File: src/rtl/mul13_pkg.sv
`default_nettype none
// ============================================================================
//  Module   : mul13_pkg
//  Brief    : Geometry of the 13x13 partial-product array and its reduction.
//  Revision : 1.0
// ============================================================================
package mul13_pkg;

   localparam int N       = 13;
   localparam int COLS    = 2 * N - 1;
   localparam int OUT_W   = 27;
   localparam int PP_BITS = N * N;

   function automatic int col_height(input int i);
      return (i < N) ? i + 1 : 2 * N - 1 - i;
   endfunction

   function automatic int col_offset(input int i);
      int s;
      s = 0;
      for (int j = 0; j < i; j++) s += col_height(j);
      return s;
   endfunction

   // Each column is reduced with floor((n-1)/2) full adders, n = own bits + incoming carries
   function automatic int col_fa_count(input int i);
      int f;
      int n;
      f = 0;
      for (int j = 0; j <= i; j++) begin
         n = col_height(j) + f;
         f = (n > 2) ? (n - 1) / 2 : 0;
      end
      return f;
   endfunction

   function automatic int col_carry_in(input int i);
      return (i == 0) ? 0 : col_fa_count(i - 1);
   endfunction

   function automatic int col_carry_offset(input int i);
      int s;
      s = 0;
      for (int j = 0; j < i; j++) s += col_fa_count(j);
      return s;
   endfunction

   localparam int TOTAL_FA = col_carry_offset(COLS);

endpackage
`default_nettype wire

File: src/rtl/full_adder.sv
`default_nettype none
// ============================================================================
//  Module   : full_adder
//  Brief    : 3:2 counter cell of the reduction tree.
//  Revision : 1.0
// ============================================================================
module full_adder (
   input  logic a,
   input  logic b,
   input  logic cin,
   output logic s,
   output logic cout
);

   assign s    = a ^ b ^ cin;
   assign cout = (a & b) | (a & cin) | (b & cin);

endmodule
`default_nettype wire

File: src/rtl/mul13_compressor.sv
`default_nettype none
// ============================================================================
//  Module   : mul13_compressor
//  Brief    : Two-stage compressor: 3:2 tree to carry-save rows, then CPA.
//  Revision : 1.0
// ============================================================================
module mul13_compressor
   import mul13_pkg::*;
(
   input  logic        clk,
   input  logic        rst,
   input  logic        src0,
   input  logic [1:0]  src1,
   input  logic [2:0]  src2,
   input  logic [3:0]  src3,
   input  logic [4:0]  src4,
   input  logic [5:0]  src5,
   input  logic [6:0]  src6,
   input  logic [7:0]  src7,
   input  logic [8:0]  src8,
   input  logic [9:0]  src9,
   input  logic [10:0] src10,
   input  logic [11:0] src11,
   input  logic [12:0] src12,
   input  logic [11:0] src13,
   input  logic [10:0] src14,
   input  logic [9:0]  src15,
   input  logic [8:0]  src16,
   input  logic [7:0]  src17,
   input  logic [6:0]  src18,
   input  logic [5:0]  src19,
   input  logic [4:0]  src20,
   input  logic [3:0]  src21,
   input  logic [2:0]  src22,
   input  logic [1:0]  src23,
   input  logic        src24,
   output logic dst0,  output logic dst1,  output logic dst2,  output logic dst3,
   output logic dst4,  output logic dst5,  output logic dst6,  output logic dst7,
   output logic dst8,  output logic dst9,  output logic dst10, output logic dst11,
   output logic dst12, output logic dst13, output logic dst14, output logic dst15,
   output logic dst16, output logic dst17, output logic dst18, output logic dst19,
   output logic dst20, output logic dst21, output logic dst22, output logic dst23,
   output logic dst24, output logic dst25, output logic dst26
);

   logic [PP_BITS-1:0]  w_pp;
   logic [TOTAL_FA-1:0] w_carry;
   logic [OUT_W-1:0]    w_row_a;
   logic [OUT_W-1:0]    w_row_b;
   logic [OUT_W-1:0]    r_row_a;
   logic [OUT_W-1:0]    r_row_b;
   logic [OUT_W-1:0]    r_sum;

   assign w_pp = {src24, src23, src22, src21, src20, src19, src18, src17, src16,
                  src15, src14, src13, src12, src11, src10, src9,  src8,  src7,
                  src6,  src5,  src4,  src3,  src2,  src1,  src0};

   // Per column, bits form a queue: each FA pops three and pushes its sum to the tail,
   // so the tree is balanced and whatever remains (1 or 2 bits) forms the two rows.
   for (genvar i = 0; i < COLS; i++) begin : g_col
      localparam int H    = col_height(i);
      localparam int CIN  = col_carry_in(i);
      localparam int NIN  = H + CIN;
      localparam int NFA  = col_fa_count(i);
      localparam int NB   = NIN + NFA;
      localparam int LEFT = NIN - 2 * NFA;

      logic [NB-1:0] w_bits;

      assign w_bits[H-1:0] = w_pp[col_offset(i) +: H];

      if (CIN > 0) begin : g_cin
         assign w_bits[NIN-1:H] = w_carry[col_carry_offset(i - 1) +: CIN];
      end

      for (genvar k = 0; k < NFA; k++) begin : g_fa
         full_adder u_fa (
            .a    (w_bits[3*k]),
            .b    (w_bits[3*k+1]),
            .cin  (w_bits[3*k+2]),
            .s    (w_bits[NIN+k]),
            .cout (w_carry[col_carry_offset(i) + k])
         );
      end

      assign w_row_a[i] = w_bits[3*NFA];
      if (LEFT == 2) begin : g_two
         assign w_row_b[i] = w_bits[3*NFA+1];
      end else begin : g_one
         assign w_row_b[i] = 1'b0;
      end
   end

   assign w_row_a[OUT_W-1:COLS] = '0;
   assign w_row_b[OUT_W-1:COLS] = '0;

   always_ff @(posedge clk or posedge rst) begin
      if (rst) begin
         r_row_a <= '0;
         r_row_b <= '0;
         r_sum   <= '0;
      end else begin
         r_row_a <= w_row_a;
         r_row_b <= w_row_b;
         r_sum   <= r_row_a + r_row_b;
      end
   end

   assign {dst26, dst25, dst24, dst23, dst22, dst21, dst20, dst19, dst18,
           dst17, dst16, dst15, dst14, dst13, dst12, dst11, dst10, dst9,
           dst8,  dst7,  dst6,  dst5,  dst4,  dst3,  dst2,  dst1,  dst0} = r_sum;

endmodule
`default_nettype wire

File: config.mk
export PLATFORM = sky130hd
export DESIGN_NAME = mul13_compressor
export DESIGN_NICKNAME = d
export VERILOG_FILES = /design/src/rtl/mul13_pkg.sv /design/src/rtl/full_adder.sv /design/src/rtl/mul13_compressor.sv
export SDC_FILE = /design/constraint.sdc
export NUM_CORES = 1
export LEC_CHECK = 0
export CAP_MARGIN = 40
export CORE_ASPECT_RATIO = 0.75
export CORE_MARGIN = 2
export CORE_UTILIZATION = 42
export CTS_CLUSTER_SIZE = 12
export DETAILED_ROUTE_END_ITERATION = 16
export HOLD_SLACK_MARGIN = 0.03
export PLACE_DENSITY = 0.75
export SLEW_MARGIN = 0
export SYNTH_ARGS = -nofsm -noshare
export SYNTH_HDL_FRONTEND = slang
export SYNTH_SLANG_ARGS = --single-unit
File: constraint.sdc
create_clock -name clk -period 2.6 [get_ports clk]
set_input_delay 0.26 -clock clk [delete_from_list [all_inputs] [get_ports clk]]
set_output_delay 0.26 -clock clk [all_outputs]
set_load 0.005 [all_outputs]
==> impl_metrics.py, run 1 <==
metrics = {
    "yosys": {
        "ys_ff_latch": 63,
        "synthFlopType": "dfrtp_1",
        "synth_cell_types": 37,
        "synth_cells": 510,
        "synth_top_cell_area_share": 0.454,
        "synthTopCellsByCount": "inv_1 (196), fa_1 (132), dfrtp_1 (63)",
        "ys_warn_count": 0,
        "ys_seq_area_frac": 0.271,
        "syn_area_um2": 5820,
        "synth_enable_flop_cells": 0,
        "async_reset_ff_frac": 1.00,
        "yosysMostFrequentCell": "inv_1",
        "synth.net_count": 826,
        "synth.avg_cell_area_um2": 11.4,
        "yosys.area.top_type": "fa_1",
        "synth_area_leaders": "fa_1 (45%), dfrtp_1 (27%), inv_1 (13%)",
    },
    "pwr": {
        "power.total_w": 0.0110,
        "ir_drop_mv": 0.938,
        "power.leakage_nw": 3.99,
        "p_per_area_nw_per_um2": 1310,
    },
    "critical_path": {
        "slowest_stage": "fa_2",
        "start_kind": "input port",
        "cp_max_fo": 1,
        "path_buf_inv": 15,
        "crit_path_max_incr_delay_ps": 550,
        "critPathKind": "input port to flop",
        "cp-end-kind": "flop",
        "cp_common_cell": "fa_2",
        "cp-startpoint": "src3[0]",
        "r2r-start": "r_row_a[18]",
        "cp_top_family": "adder cells",
        "crit_required_ps": 2860,
        "cp.arrival_ps": 13780,
    },
    "routing": {
        "viasPerCell": 4.38,
        "wire_per_inst_um": 13.6,
        "route.detailed.drc": 0,
        "first_iter_violations": 116,
        "vias": 3903,
        "dr.pass1.iters": 4,
        "ant_nets": 0,
        "drt_wl_total_mm": 12.2,
    },
    "clocking": {
        "clkSinkCount": 63,
        "clockRootBuffer": "clkbuf_16",
        "cts_tree": "done",
        "clkLatencyLatePin_ps": 320,
        "clkTransAtPathRegs_ps": 50,
        "cts_buffer_depth": 2,
        "htree_levels": 3,
        "numCtsBuffers": 9,
        "cts_hold_buf": 0,
    },
    "run_status": {
        "violations": "setup timing",
        "status": "complete, but fails checks",
    },
    "placed_design": {
        "dp_hpwl_mm": 11.2,
        "dp_worst_setup_slack_ps": -11850,
        "gp_congestion": 0.849,
        "portBuffers": 196,
        "placedInstanceArea_um2": 8050,
    },
    "cells_and_area": {
        "syn_to_final_growth_pct": 43.7,
        "post-route-util": 0.615,
        "diodes": 0,
        "fin_nets": 1029,
        "drive_gt1_frac": 0.119,
        "stdcell_area_um2": 8370,
    },
    "timing": {
        "finalSetupViolations": 20,
        "worst_slack_ps": -10920,
        "period_needed_ps": 13520,
        "slew_violations": 0,
        "final.setup_skew_ps": 5.71,
        "post-route-period-util": 5.20,
        "finalHoldViolCount": 0,
        "maxSlewHeadroom": 0.567,
        "max_freq_ghz": 0.0739,
        "rsz0062_at_grt": "yes",
        "tightestPinTransition_ps": 648,
    },
    "global_routing": {
        "grt_overflow": 0,
        "antenna_found_initial": 0,
        "grt_pass1_wl_mm": 21.0,
        "grt.total_usage": 0.179,
        "grt_max_degree": 34,
        "grt_pass1_vias": 4516,
    },
    "floorplan": {
        "fp-row-count": 37,
        "die_w_um": 140,
        "pin_count": 198,
        "dieArea_um2": 14800,
        "core_um2": 13600,
        "start_util": 0.428,
        "chipHeight_um": 106,
    },
    "hold_path": {
        "hp-class": "input port to async pin",
    },
    "run": {
        "cap_violations": 0,
    },
}
registers in the layout, summed over array words and instances (netlist names):
signal and cells:
r_sum 26, r_row_a 25, r_row_b 12
path summary, 6_finish.rpt:
check,end,cells after the start,slack (ps)
min in group clk,r_sum[0],0,350
max in group asynchronous,r_sum[19],3,1640
min reg2reg,r_sum[0],0,350
max reg2reg,r_sum[21],6,540
max,r_row_b[22],48,-10920
min,r_sum[0],2,350
placed cells by master, fill, tap and decap left out, types with 3 or more instances in the layout:
cell type        instances
or3_1                    3
fa_2                    32
nand4_1                  4
and3_1                   6
nand3_1                  8
xnor2_1                 14
a211oi_1                 4
dfrtp_1                 63
inv_2                   31
fa_1                   100
clkdlybuf4s50_1        180
a21o_1                   3
clkbuf_16                9
a31oi_1                  3
nand2_1                  9
dlygate4sd2_1           11
inv_1                  165
o21ai_0                  7
xor2_1                   6
nor2_1                   6
ha_1                    13
a21oi_1                  6
per-stage QoR:
step,hold WS (ps),std cells,setup TNS (ps)
final,352,892,-144370
after global routing,367,892,-149830
after CTS,357,892,-145450
after detailed placement,348,877,-163290
after global placement,341,877,-160250
after floorplan,291,510,-146500
power breakdown:
part	total [W]	leakage (nW)	internal, W	switching (W)
Clock	0.00125	0.155	0.000855	0.000391
Combinational	0.00792	3.10	0.00383	0.00409
Sequential	0.00183	0.736	0.00160	0.000230
Total	0.0110	3.99	0.00629	0.00471
cell type report:
cell class	count	area [um^2]
multi-input combinational	246	3560
sequential	63	1580
fill	1078	5250
tap	175	219
timing repair buffer	197	1960
clock inverter	4	70.1
clock buffer	11	243
inverter	196	736
routing by layer:
metal	track usage	up-vias	share of wire
li1	-	1838	-
met4	0.0400	0	0.0099
met3	0.0243	11	0.044
met2	0.313	125	0.51
met1	0.242	1929	0.44
met5	0	-	0
worst register-to-register path, cell delays in order, from the launching register on:
cell     delay (ps)
dfrtp_1         360
ha_1            370
and3_1          280
and3_1          210
or2_1           250
and3_1          180
nor4b_1         290
logic make-up (layout without fill, tap and decap cells):
family | count (synthesis) | after routing | share of synthesized area
AOI/OAI and AO/OA | 33 | 33 | 0.0391
xor gates and xnor gates | 20 | 20 | 0.0301
adders and majority gates | 145 | 145 | 0.482
buffers and inverters | 201 | 408 | 0.132
DFF | 63 | 63 | 0.271
other | 1 | 1 | 0.000644
and+or+nand+nor | 47 | 47 | 0.0460
what timing repair did:
action,in CTS,in global routing
buffers inserted,0,0
gates resized for setup,45,9
pin swaps,14,3
endpoints found under the setup margin,22,21
(Power assumes the default switching activity.)
==> run 2: changes to the inputs <==
HOLD_SLACK_MARGIN = unset   (was 0.03)
==> results of run 2 <==
Same layout as run 1: the final DEF is identical, and so are final timing and power.
==> run 3: changes to the inputs <==
CORE_MARGIN = unset   (was 2)
==> run 3 against run 2 <==
Effect of this change: the flow still finishes with violations (setup timing); via count up 0.72%; maximum frequency up 0.69%; sequential share of layout area up 0.074 points; clock-buffer cell count down 2; global-route usage up 0.62 points; largest power group unchanged; clock power down 15%; largest cell class unchanged; hold slack worse by 35 ps; die area down 3.3%; worst setup slack better by 92 ps; sequential power about the same; utilization up 1.5 points; final area down 0.39%.
==> impl_metrics.py, run 3 (synthesis gave the netlist of run 1 again) <==
metrics = {
    "run_status": {
        "status": "complete, but fails checks",
        "violations": "setup timing",
    },
    "timing": {
        "max_freq_ghz": 0.0744,
        "tns_ps": -142810,
        "tightestPinTransition_ps": 548,
        "finalSetupViolations": 20,
        "maxSlewHeadroom": 0.634,
        "hold_slack_ps": 317,
        "finalHoldViolCount": 0,
        "final.setup_skew_ps": 8.39,
        "rsz0062_at_grt": "yes",
        "period_needed_ps": 13430,
        "worst_slack_ps": -10830,
        "slew_violations": 0,
        "post-route-period-util": 5.17,
    },
    "pwr": {
        "swShare": 0.442,
        "power.internal_w": 0.00615,
        "p_per_area_nw_per_um2": 1320,
        "power.leakage_nw": 3.99,
        "p_comb_frac": 0.739,
        "p_clk_frac": 0.096,
        "p_sw_w": 0.00487,
        "ir_drop_mv": 1.09,
        "pwr-share-seq": 0.165,
    },
    "floorplan": {
        "pin_count": 198,
        "chipHeight_um": 104,
        "start_util": 0.440,
        "core_um2": 13200,
        "dieArea_um2": 14300,
        "fp-row-count": 36,
        "die_w_um": 138,
    },
    "routing": {
        "wl_met1_mm": 5.06,
        "met2_length_mm": 6.11,
        "ant_nets": 0,
        "drt_wl_total_mm": 11.8,
        "wire_per_inst_um": 13.3,
        "vias": 3931,
        "viasPerCell": 4.42,
        "route.detailed.drc": 0,
        "dr.pass1.iters": 4,
        "dr_wl_met3_um": 629,
        "first_iter_violations": 119,
        "highest_layer": "met4",
    },
    "critical_path": {
        "critPathKind": "input port to flop",
        "cp-end-kind": "flop",
        "cp_max_fo": 1,
        "reg2reg_depth": 6,
        "r2r-start": "r_row_a[18]",
        "start_kind": "input port",
        "cp.arrival_ps": 13630,
        "reg2reg_slack_ps": 490,
        "cp_common_cell": "fa_2",
        "r2r_end": "r_sum[21]",
        "crit_path_max_incr_delay_ps": 500,
        "slowest_stage": "fa_1",
        "cp-startpoint": "src3[0]",
        "crit_required_ps": 2790,
    },
    "global_routing": {
        "grt.total_usage": 0.185,
        "grt_pass1_wl_mm": 20.9,
        "grt_overflow": 0,
        "antenna_found_initial": 0,
        "grt_max_degree": 39,
        "grt_pass1_vias": 4693,
    },
    "cells_and_area": {
        "drive_gt1_frac": 0.121,
        "regMostFlops": "r_sum",
        "largest_register_ff_count": 26,
        "reg.largest.list": "r_sum (26), r_row_a (25), r_row_b (12)",
        "fin_nets": 1029,
        "layout_common_cells": "clkdlybuf4s50_1 (179), inv_1 (165), fa_1 (100)",
        "syn_to_final_growth_pct": 43.1,
        "final_common_cell": "clkdlybuf4s50_1",
        "diodes": 0,
    },
    "clocking": {
        "htree_levels": 3,
        "numCtsBuffers": 9,
        "clockRootBuffer": "clkbuf_16",
        "clkLatencyLatePin_ps": 320,
        "clkTransAtPathRegs_ps": 60,
        "clkSinkCount": 63,
        "cts_tree": "done",
        "cts_buffer_depth": 2,
    },
    "hold_path": {
        "hp-class": "input port to async pin",
    },
    "placed_design": {
        "portBuffers": 196,
        "dp_hpwl_mm": 10.8,
        "gp_congestion": 0.840,
    },
    "run": {
        "cap_violations": 0,
    },
}
==> run 3: how the worst max path moves through the flow <==
stage | endpoint | slack (ps) | cells past startpoint
floorplan | r_row_b[22] | -10960 | 45
detailed placement | r_row_b[22] | -11830 | 50
global route | r_row_b[22] | -11210 | 46
global placement | r_row_b[22] | -11650 | 46
finish | r_row_b[22] | -10830 | 46
CTS | r_row_b[22] | -10960 | 46
==> run 3: layout make-up <==
cell class,count,area [um^2]
Fill cell,1034,4910
Multi-Input combinational cell,246,3560
Timing Repair Buffer,197,1970
Sequential cell,63,1580
Inverter,196,736
Clock buffer,9,225
Tap cell,171,214
Clock inverter,7,48.8
==> run 3: repair_timing <==
item	CTS	global route
hold endpoints to repair	0	0
hold buffers	0	0
pin swaps	15	10
buffers inserted	0	0
endpoints found under the setup margin	22	21
resized for setup	46	10
==> run 3: power by group through the flow <==
stage	clock network [W]	logic, W	registers (W)
finish	0.00106	0.00814	0.00182
detailed placement	0	0.00798	0.00183
global placement	0	0.00756	0.00182
CTS	0.00110	0.00828	0.00182
global route	0.00114	0.00960	0.00187
floorplan	0	0.00534	0.00180
==> run 3: through the flow <==
stage	power, W	instances	cell area, um^2	utilization	worst slack [ps]
global placement	0.00937	873	8050	0.608	-11650
global route	0.0126	889	8330	0.629	-11210
detailed placement	0.00981	873	8050	0.608	-11830
finish	0.0110	889	8330	0.629	-10830
floorplan	0.00714	510	5880	-	-10960
CTS	0.0112	889	8320	0.628	-10960
==> run 3: metal layers <==
layer  GRT usage  up-vias
met3      0.0288        2
li1            -     1843
met5           0        -
met2       0.321      139
met1       0.247     1947
met4      0.0326        0
==> run 3: critical path: cells and delay by family <==
kind	cells	cell delay, ps
adders and majority gates	33	12610
buffers and inverters	13	760
